--- src/rtl/func_job_scheduler.sv ---
// Round-robin job scheduler that shares one func_fsm engine among N_REQ requesters:
// grants a job, streams its operand nibbles to the engine, starts it, and returns the result or a timeout.
module func_job_scheduler #(
    parameter int unsigned N_REQ   = 2,
    parameter int unsigned TIMEOUT = 1023
) (
    input  logic                      clk,
    input  logic                      rst,
    input  logic [N_REQ-1:0]          req,
    input  logic [16*N_REQ-1:0]       op_data,
    output logic [N_REQ-1:0]          grant,
    output logic [N_REQ-1:0]          rsp_valid,
    output logic signed [14:0]        rsp_data,
    output logic                      rsp_timeout,
    output logic                      busy,
    output logic                      eng_clr,
    output logic [3:0]                eng_in,
    output logic                      eng_s1,
    output logic                      eng_s2,
    output logic                      eng_s3,
    output logic                      eng_s4,
    output logic                      eng_ready,
    input  logic signed [14:0]        eng_out,
    input  logic                      eng_valid
);

    localparam int unsigned IW = (N_REQ > 1) ? $clog2(N_REQ) : 1;
    localparam int unsigned CW = $clog2(TIMEOUT + 1);

    typedef enum logic [3:0] {
        S_IDLE, S_CLR, S_LD_X, S_LD_DX, S_LD_U, S_LD_A, S_START, S_WAIT, S_RESP
    } state_t;

    state_t             r_state;
    logic [IW-1:0]      r_ptr;
    logic [IW-1:0]      r_owner;
    logic [15:0]        r_ops;
    logic [CW-1:0]      r_cnt;
    logic [N_REQ-1:0]   r_grant;
    logic [N_REQ-1:0]   r_rsp_valid;
    logic signed [14:0] r_rsp_data;
    logic               r_rsp_timeout;
    logic               r_eng_clr;
    logic [3:0]         r_eng_in;
    logic [3:0]         r_strb;
    logic               r_eng_ready;

    logic [IW-1:0]      w_cand;
    logic [IW-1:0]      w_win_idx;
    logic               w_win_any;

    // Scan starts just past the last served requester so it drops to lowest priority.
    always_comb begin
        w_win_any = 1'b0;
        w_win_idx = '0;
        w_cand    = '0;
        for (int unsigned k = 1; k <= N_REQ; k++) begin
            w_cand = IW'((32'(r_ptr) + k) % N_REQ);
            if (!w_win_any && req[w_cand]) begin
                w_win_any = 1'b1;
                w_win_idx = w_cand;
            end
        end
    end

    always_ff @(posedge clk or negedge rst) begin
        if (!rst) begin
            r_state       <= S_IDLE;
            r_ptr         <= IW'(N_REQ - 1);
            r_owner       <= '0;
            r_ops         <= '0;
            r_cnt         <= '0;
            r_grant       <= '0;
            r_rsp_valid   <= '0;
            r_rsp_data    <= '0;
            r_rsp_timeout <= 1'b0;
            r_eng_clr     <= 1'b0;
            r_eng_in      <= '0;
            r_strb        <= '0;
            r_eng_ready   <= 1'b0;
        end else begin
            case (r_state)
                S_IDLE: begin
                    if (w_win_any) begin
                        r_owner   <= w_win_idx;
                        r_ops     <= op_data[32'(w_win_idx)*16 +: 16];
                        r_grant   <= N_REQ'(1) << w_win_idx;
                        r_eng_clr <= 1'b1;
                        r_state   <= S_CLR;
                    end
                end
                S_CLR: begin
                    r_grant   <= '0;
                    r_eng_clr <= 1'b0;
                    r_eng_in  <= r_ops[3:0];
                    r_strb    <= 4'b0001;
                    r_state   <= S_LD_X;
                end
                S_LD_X: begin
                    r_eng_in <= r_ops[7:4];
                    r_strb   <= 4'b0010;
                    r_state  <= S_LD_DX;
                end
                S_LD_DX: begin
                    r_eng_in <= r_ops[11:8];
                    r_strb   <= 4'b0100;
                    r_state  <= S_LD_U;
                end
                S_LD_U: begin
                    r_eng_in <= r_ops[15:12];
                    r_strb   <= 4'b1000;
                    r_state  <= S_LD_A;
                end
                S_LD_A: begin
                    r_eng_in    <= '0;
                    r_strb      <= '0;
                    r_eng_ready <= 1'b1;
                    r_state     <= S_START;
                end
                S_START: begin
                    r_eng_ready <= 1'b0;
                    r_cnt       <= '0;
                    r_state     <= S_WAIT;
                end
                S_WAIT: begin
                    // A completion on the final count still beats the timeout.
                    if (eng_valid) begin
                        r_rsp_data    <= eng_out;
                        r_rsp_timeout <= 1'b0;
                        r_rsp_valid   <= N_REQ'(1) << r_owner;
                        r_state       <= S_RESP;
                    end else if (r_cnt == CW'(TIMEOUT - 1)) begin
                        r_rsp_data    <= '0;
                        r_rsp_timeout <= 1'b1;
                        r_rsp_valid   <= N_REQ'(1) << r_owner;
                        r_eng_clr     <= 1'b1;
                        r_state       <= S_RESP;
                    end else begin
                        r_cnt <= r_cnt + 1'b1;
                    end
                end
                S_RESP: begin
                    r_rsp_valid <= '0;
                    r_eng_clr   <= 1'b0;
                    r_ptr       <= r_owner;
                    r_state     <= S_IDLE;
                end
                default: r_state <= S_IDLE;
            endcase
        end
    end

    assign grant       = r_grant;
    assign rsp_valid   = r_rsp_valid;
    assign rsp_data    = r_rsp_data;
    assign rsp_timeout = r_rsp_timeout;
    assign busy        = (r_state != S_IDLE);
    assign eng_clr     = r_eng_clr;
    assign eng_in      = r_eng_in;
    assign eng_s1      = r_strb[0];
    assign eng_s2      = r_strb[1];
    assign eng_s3      = r_strb[2];
    assign eng_s4      = r_strb[3];
    assign eng_ready   = r_eng_ready;

endmodule
--- config.mk ---
export PLATFORM = sky130hd
export DESIGN_NAME = func_job_scheduler
export DESIGN_NICKNAME = d
export VERILOG_FILES = /design/src/rtl/func_job_scheduler.sv
export SDC_FILE = /design/constraint.sdc
export NUM_CORES = 1
export LEC_CHECK = 0
export BUFFER_PORTS_ARGS = -buffer_cell sky130_fd_sc_hd__buf_4
export CAP_MARGIN = 20
export CELL_PAD_IN_SITES_DETAIL_PLACEMENT = 1
export CELL_PAD_IN_SITES_GLOBAL_PLACEMENT = 1
export CORE_UTILIZATION = 44
export CTS_BUF_LIST = sky130_fd_sc_hd__clkbuf_4 sky130_fd_sc_hd__clkbuf_8
export DETAILED_ROUTE_END_ITERATION = 10
export GPL_ROUTABILITY_DRIVEN = 0
export GPL_TIMING_DRIVEN = 1
export HOLD_SLACK_MARGIN = 0.02
export PLACE_DENSITY = 0.87
export SLEW_MARGIN = 5
export SYNTH_ARGS = -nofsm -noshare
export SYNTH_HDL_FRONTEND = slang
export SYNTH_SLANG_ARGS = --single-unit
--- constraint.sdc ---
create_clock -name clk -period 3.6 [get_ports clk]
set_input_delay 0 -clock clk [delete_from_list [all_inputs] [get_ports clk]]
set_output_delay 0 -clock clk [all_outputs]
set_load 0.02 [all_outputs]
Yosys cells after proc, flatten, opt, wreduce, memory -nomap -nowiden
Index checks and enable logic that the tools add are counted.
{"block": "word_totals", "word_cells": 84, "reg_bits": 62, "inputBits": 52}
{"block": "classes", "add_sub_neg": 3, "shift": 3, "n_mux": 30, "n_lt_le_gt_ge": 2, "n_reduce_logical": 19, "n_eq_ne": 14}
{"op": "4-bit one-hot mux with 5 select lines", "n": 2}
{"op": "4-bit one-hot mux with 8 select lines", "n": 1}
{"op": "32-bit by 6-bit variable part select with 16-bit output", "n": 1}
{"op": "15-bit 2-to-1 mux", "n": 2}
{"op": "10-bit 2-to-1 mux", "n": 2}
{"op": "10-bit one-hot mux with 2 select lines", "n": 1}
{"op": "4-bit by 3-bit == test with 1-bit output, second input constant", "n": 4}
{"op": "1-bit 2-to-1 mux", "n": 12}
{"op": "4-bit 2-to-1 mux", "n": 3}
{"op": "10-bit by 1-bit adder with 10-bit output, second input constant", "n": 1}
{"op": "10-bit == test, second input constant", "n": 1}
{"op": "2-bit AND reduction", "n": 5}
{"op": "2-bit nonzero test", "n": 5}
{"op": "4-bit by 2-bit == test with 1-bit output, second input constant", "n": 2}
{"op": "2-bit != test, second input constant", "n": 4}
{"op": "2-bit one-hot mux with 2 select lines", "n": 2}
{"op": "2-bit 2-to-1 mux", "n": 3}
{"op": "5-bit nonzero test", "n": 1}
{"op": "4-bit by 1-bit == test with 1-bit output, second input constant", "n": 1}
{"op": "4-bit == test, second input constant", "n": 1}
{"op": "4-bit zero test", "n": 1}
{"op": "1-bit by 2-bit less-than comparator with 1-bit output, second input constant", "n": 2}
{"op": "4-bit AND reduction", "n": 1}
{"op": "4-bit nonzero test", "n": 1}
{"op": "10 further kinds", "n": 12}

Logic depth before layout (Yosys ltp)
{"block": "logic_depth", "depth_word": 10, "mapped_depth": 7}

Least setup slack after synthesis
Ideal clock, no wire load.
{"block": "synth_timing", "kind": "flip-flop to flip-flop", "startpoint": "register r_cnt[0]", "endpoint": "register r_cnt[1]", "path_slack_ns": 1.874, "arrival_ns": 1.601, "path_buffers": 0, "setup_ns": 0.125, "stages_incl_launch_ff": 7, "period_less_slack_ns": 1.726, "cell_sequence": "dfrtp_1 inv_1 ha_1 nand4_1 o31a_1 o211ai_4 mux2_4"}
{"block": "synth_between", "elab_chain_cells": 4}
{"item": "start: declaration", "line": "38", "rtl": "logic [CW-1:0] r_cnt;"}
{"item": "start signal: assignment", "line": "139", "rtl": "r_cnt <= r_cnt + 1'b1;"}
{"item": "10-bit by 1-bit adder with 10-bit output", "line": "139"}
{"item": "10-bit 2-to-1 mux", "line": "132", "rtl": "end else if (r_cnt == CW'(TIMEOUT - 1)) begin"}
{"item": "10-bit 2-to-1 mux", "line": "127", "rtl": "if (eng_valid) begin"}
{"item": "10-bit one-hot mux with 2 select lines", "line": "82", "rtl": "case (r_state)"}
Several ways; a longest one is shown, not always the timed one. The select of a mux whose other input is x is not followed.
A chain may end at the register's enable or synchronous reset.

Final worst setup path
{"block": "layout_timing", "startpoint": "register r_state[0]", "endpoint": "register r_cnt[8]"}
{"block": "layout_between", "elab_chain_cells": 3}
{"item": "start: declaration", "line": "34", "rtl": "state_t r_state;"}
{"item": "start signal: assignment", "line": "68", "rtl": "r_state <= S_IDLE;"}
{"item": "start signal: assignment", "line": "89", "rtl": "r_state <= S_CLR;"}
{"item": "start signal: assignment", "line": "97", "rtl": "r_state <= S_LD_X;"}
{"item": "4-bit by 3-bit == test with 1-bit output", "line": "82"}
{"item": "2-bit != test (no source line) or 2-bit nonzero test (tied branches)"}
{"item": "3-bit AND reduction (no source line)"}
Several ways; a longest one is shown, not always the timed one.

==> results by group <==
Yosys
  – Yosys top cell by area: dfrtp_1
  – Top cell type's share of synthesized area: roughly half
  – #FFs+latches synth: between 60 and 70
  – Most frequent cells after synthesis: dfrtp_1, nand2_1, o21ai_0, mux2i_1, a22o_1
  – Post-synth top flop: dfrtp_1
  – Netlist Area Pre-Place: around 3000 um2
  – Asr flop ratio synth: 100%
  – Count leader, synth: dfrtp_1
  – Gate count of the mapped netlist: between 200 and 300
  – Largest cells by area after synthesis: dfrtp_1, mux2i_1, a22o_1, o21ai_0, nand2_1
  – Register area share after synthesis: approximately 52%
  – Cell variety after synth: 54
  – Synth Area per Inst: 10.6 um2
  – Synth Warn #: 0
  – Post-synth EDFFs: 0
  – Net count after synthesis: between 300 and 400

Power and ir drop
  – Switch Pwr: around 1.5 mW
  – Max VDD drop: between 0.4 and 0.5 mV
  – Total Power: ~3.5 mW
  – Internal Power: around 2.0 mW
  – Sw Ratio: 42.1%
  – Static Leak: approximately 2.1 nW
  – Seq pwr share: 38.0%
  – Clock network fraction of total power: about a fifth
  – Pwr/cell area: a little over 800 nW/um2
  – Part of the power in combinational logic: a little over two fifths

Route
  – WL final: between 10,000 and 15,000 um
  – DR WL/cell: ~22 um
  – Vias: 2,886
  – # DRC: 16
  – Drt pass-1 iters: 8
  – ANT nets after route: 0
  – DR iter-0 viols: around 210
  – Vias per cell: about 5.9

Floorplan
  – DIE AREA: between 7000 and 8000 um2
  – Die W: ~84 um
  – IO Pins: a little over 80
  – Starting Density: between 40% and 50%
  – DIE HEIGHT: roughly 84 um
  – Area of the core: about 6400 um2
  – Row count: 29

Final layout
  – Final core utilization: between 60% and 70%
  – Post-Layout Inst Area: approximately 4300 um2
  – Layout cells sized above 1: roughly 28%
  – Ant diodes: 0
  – Fin cells: approximately 490
  – Layout area overhead: 46.6%
  – Final nets: 465

STA
  – Fmax: 381 MHz
  – RSZ-0062 raised after global routing: no
  – Final hold slack: around 0.11 ns
  – Setup TNS: 0 ns
  – Fin Clk Skew: roughly 0.011 ns
  – Final hold vios: 0
  – Fin. max-slew vios: 0
  – Slew margin rel.: ~45%
  – Period minus WS final: between 2 and 3 ns
  – Tcrit/Tclk final: between 70% and 80%
  – PnR worst setup slack: 0.977 ns
  – Worst-Margin Slew: 0.809 ns
  – Final setup violation count: 0

Critical path
  – Buf/Inv on CP: 0
  – Highest cell delay on the worst timing path: approximately 0.87 ns
  – Worst EP arrival: 2.91 ns
  – Worst path slowest cell: dfrtp_1
  – Required @ worst endpoint: 3.88 ns
  – Family with the most delay on the worst path: simple AND/OR/NAND/NOR gates
  – Worst path cell trace: and4b_1 > nand2_1 > o41ai_1 > a21o_1
  – Critical Path Start Type: flip-flop
  – Worst Setup End Kind: flip-flop
  – Critical path class: flip-flop to flip-flop
  – Worst-path maximum fanout: 25

Global route
  – Remaining Overflow, GRT: 0
  – Initial antenna violation count: 0
  – Number of global-route vias before repair: around 3,200
  – Largest net degree at the start of global routing: 63
  – Global-route usage over all layers: between 30% and 40%
  – First-pass GRT wire length: 17,000 um

Clock network
  – Worst skew pair latency: approximately 0.35 ns
  – TritonCTS buffer count: 9
  – Max H-tree Level: 3
  – Clock sinks: 62
  – Post-CTS Setup Inserts: 0
  – CTS Root Cell: clkbuf_8
  – TritonCTS clock tree: built
  – Clock slew at reported path FFs: around 0.070 ns
  – Clock buffer depth: 2

Place
  – DP Wirelength: roughly 5700 um
  – Port Buf Inserts: between 80 and 90
  – Placed Instance Area: 3630 um2
  – Pre-CTS WS: 1.30 ns
  – Placed instance count: 427

Run status
  – Outcome: complete, but fails checks
  – Failing checks: design-rule violations

Min path
  – HP Class: input pin to flip-flop

Run
  – Max-Cap Viols: 0
-- power by group through the flow --
stage                     combinational, mW  clock [mW]  sequential [mW]
after floorplan                       0.781           0             1.35
after global placement                 1.28           0             1.30
after detailed placement               1.36           0             1.31
after CTS                              1.44       0.657             1.31
after global routing                   1.63       0.700             1.37
final                                  1.52       0.668             1.34
-- cell usage in the layout, fill, tap and decap left out, types with 3 or more instances in the layout --
master and count:
a22oi_1 7, o22ai_1 4, a21o_1 8, nor3_1 5, clkbuf_8 11, nand2b_1 5, dfrtp_1 61, a21oi_1 10
inv_1 9, buf_4 83, or2_2 3, a211o_1 3, o21ai_0 22, nor2_1 15, dlygate4sd3_1 50, mux2i_1 19
nand3_1 7, nand2_1 25, o21ai_1 5, a22o_1 16
-- layout make-up --
type                            count  area (um2)
Clock buffer                       13         166
Clock inverter                      3        42.5
Sequential cell                    62        1550
Inverter                            9        33.8
Tap cell                           77        96.3
Multi-Input combinational cell    195        1310
Timing Repair Buffer              134        1140
Fill cell                         676        2080
-- metal layers --
metal,vias up,part of all wire (%),global-route usage (%)
li1,1293,-,-
met1,1441,37,36.2
met2,122,53,56.8
met3,30,5.7,6.82
met4,0,3.6,16.9
met5,-,0,0
-- worst paths after layout --
| path | start | endpoint | slack (ns) | depth (start not counted) |
|---|---|---|---|---|
| max | r_state[0] | r_cnt[8] | 0.98 | 4 |
| min | eng_valid | r_state[3] | 0.11 | 3 |
| max reg2reg | r_state[0] | r_cnt[8] | 0.98 | 4 |
| min reg2reg | r_ops[4] | r_ops[4] | 0.50 | 2 |
| max in group asynchronous | rst | r_cnt[9] | 2.81 | 2 |
| min in group asynchronous | rst | r_ops[11] | 0.26 | 2 |
-- tightest hold or removal path, cell delays in order --
cell and delay (ns):
buf_4 0.09, o21ai_2 0.21, inv_1 0.11
-- state kept, by name (all words and copies together) (netlist names), 2 cells and up --
name	cells
eng_in	4
grant	2
r_cnt	10
r_ops	16
r_state	4
r_strb	4
rsp_data	15
rsp_valid	2
-- cells by family (layout without fill, tap and decap cells) --
logic type               Yosys count  in the layout  share of synthesized area [%]
AO/OA/AOI/OAI                     92             92                           21.8
XOR/XNOR                           1              1                          0.296
adder cells (fa/ha/maj)            2              2                          0.844
buffers and inverters             23            159                           3.42
flip-flops                        62             62                           52.4
multiplexers                      22             22                           7.69
AND/OR/NAND/NOR                   78             78                           13.6
-- timing repair --
item                      CTS  global route
hold endpoints to repair   93             0
gates resized for setup     0             0
hold buffers               50             0
(Power assumes the default switching activity.)
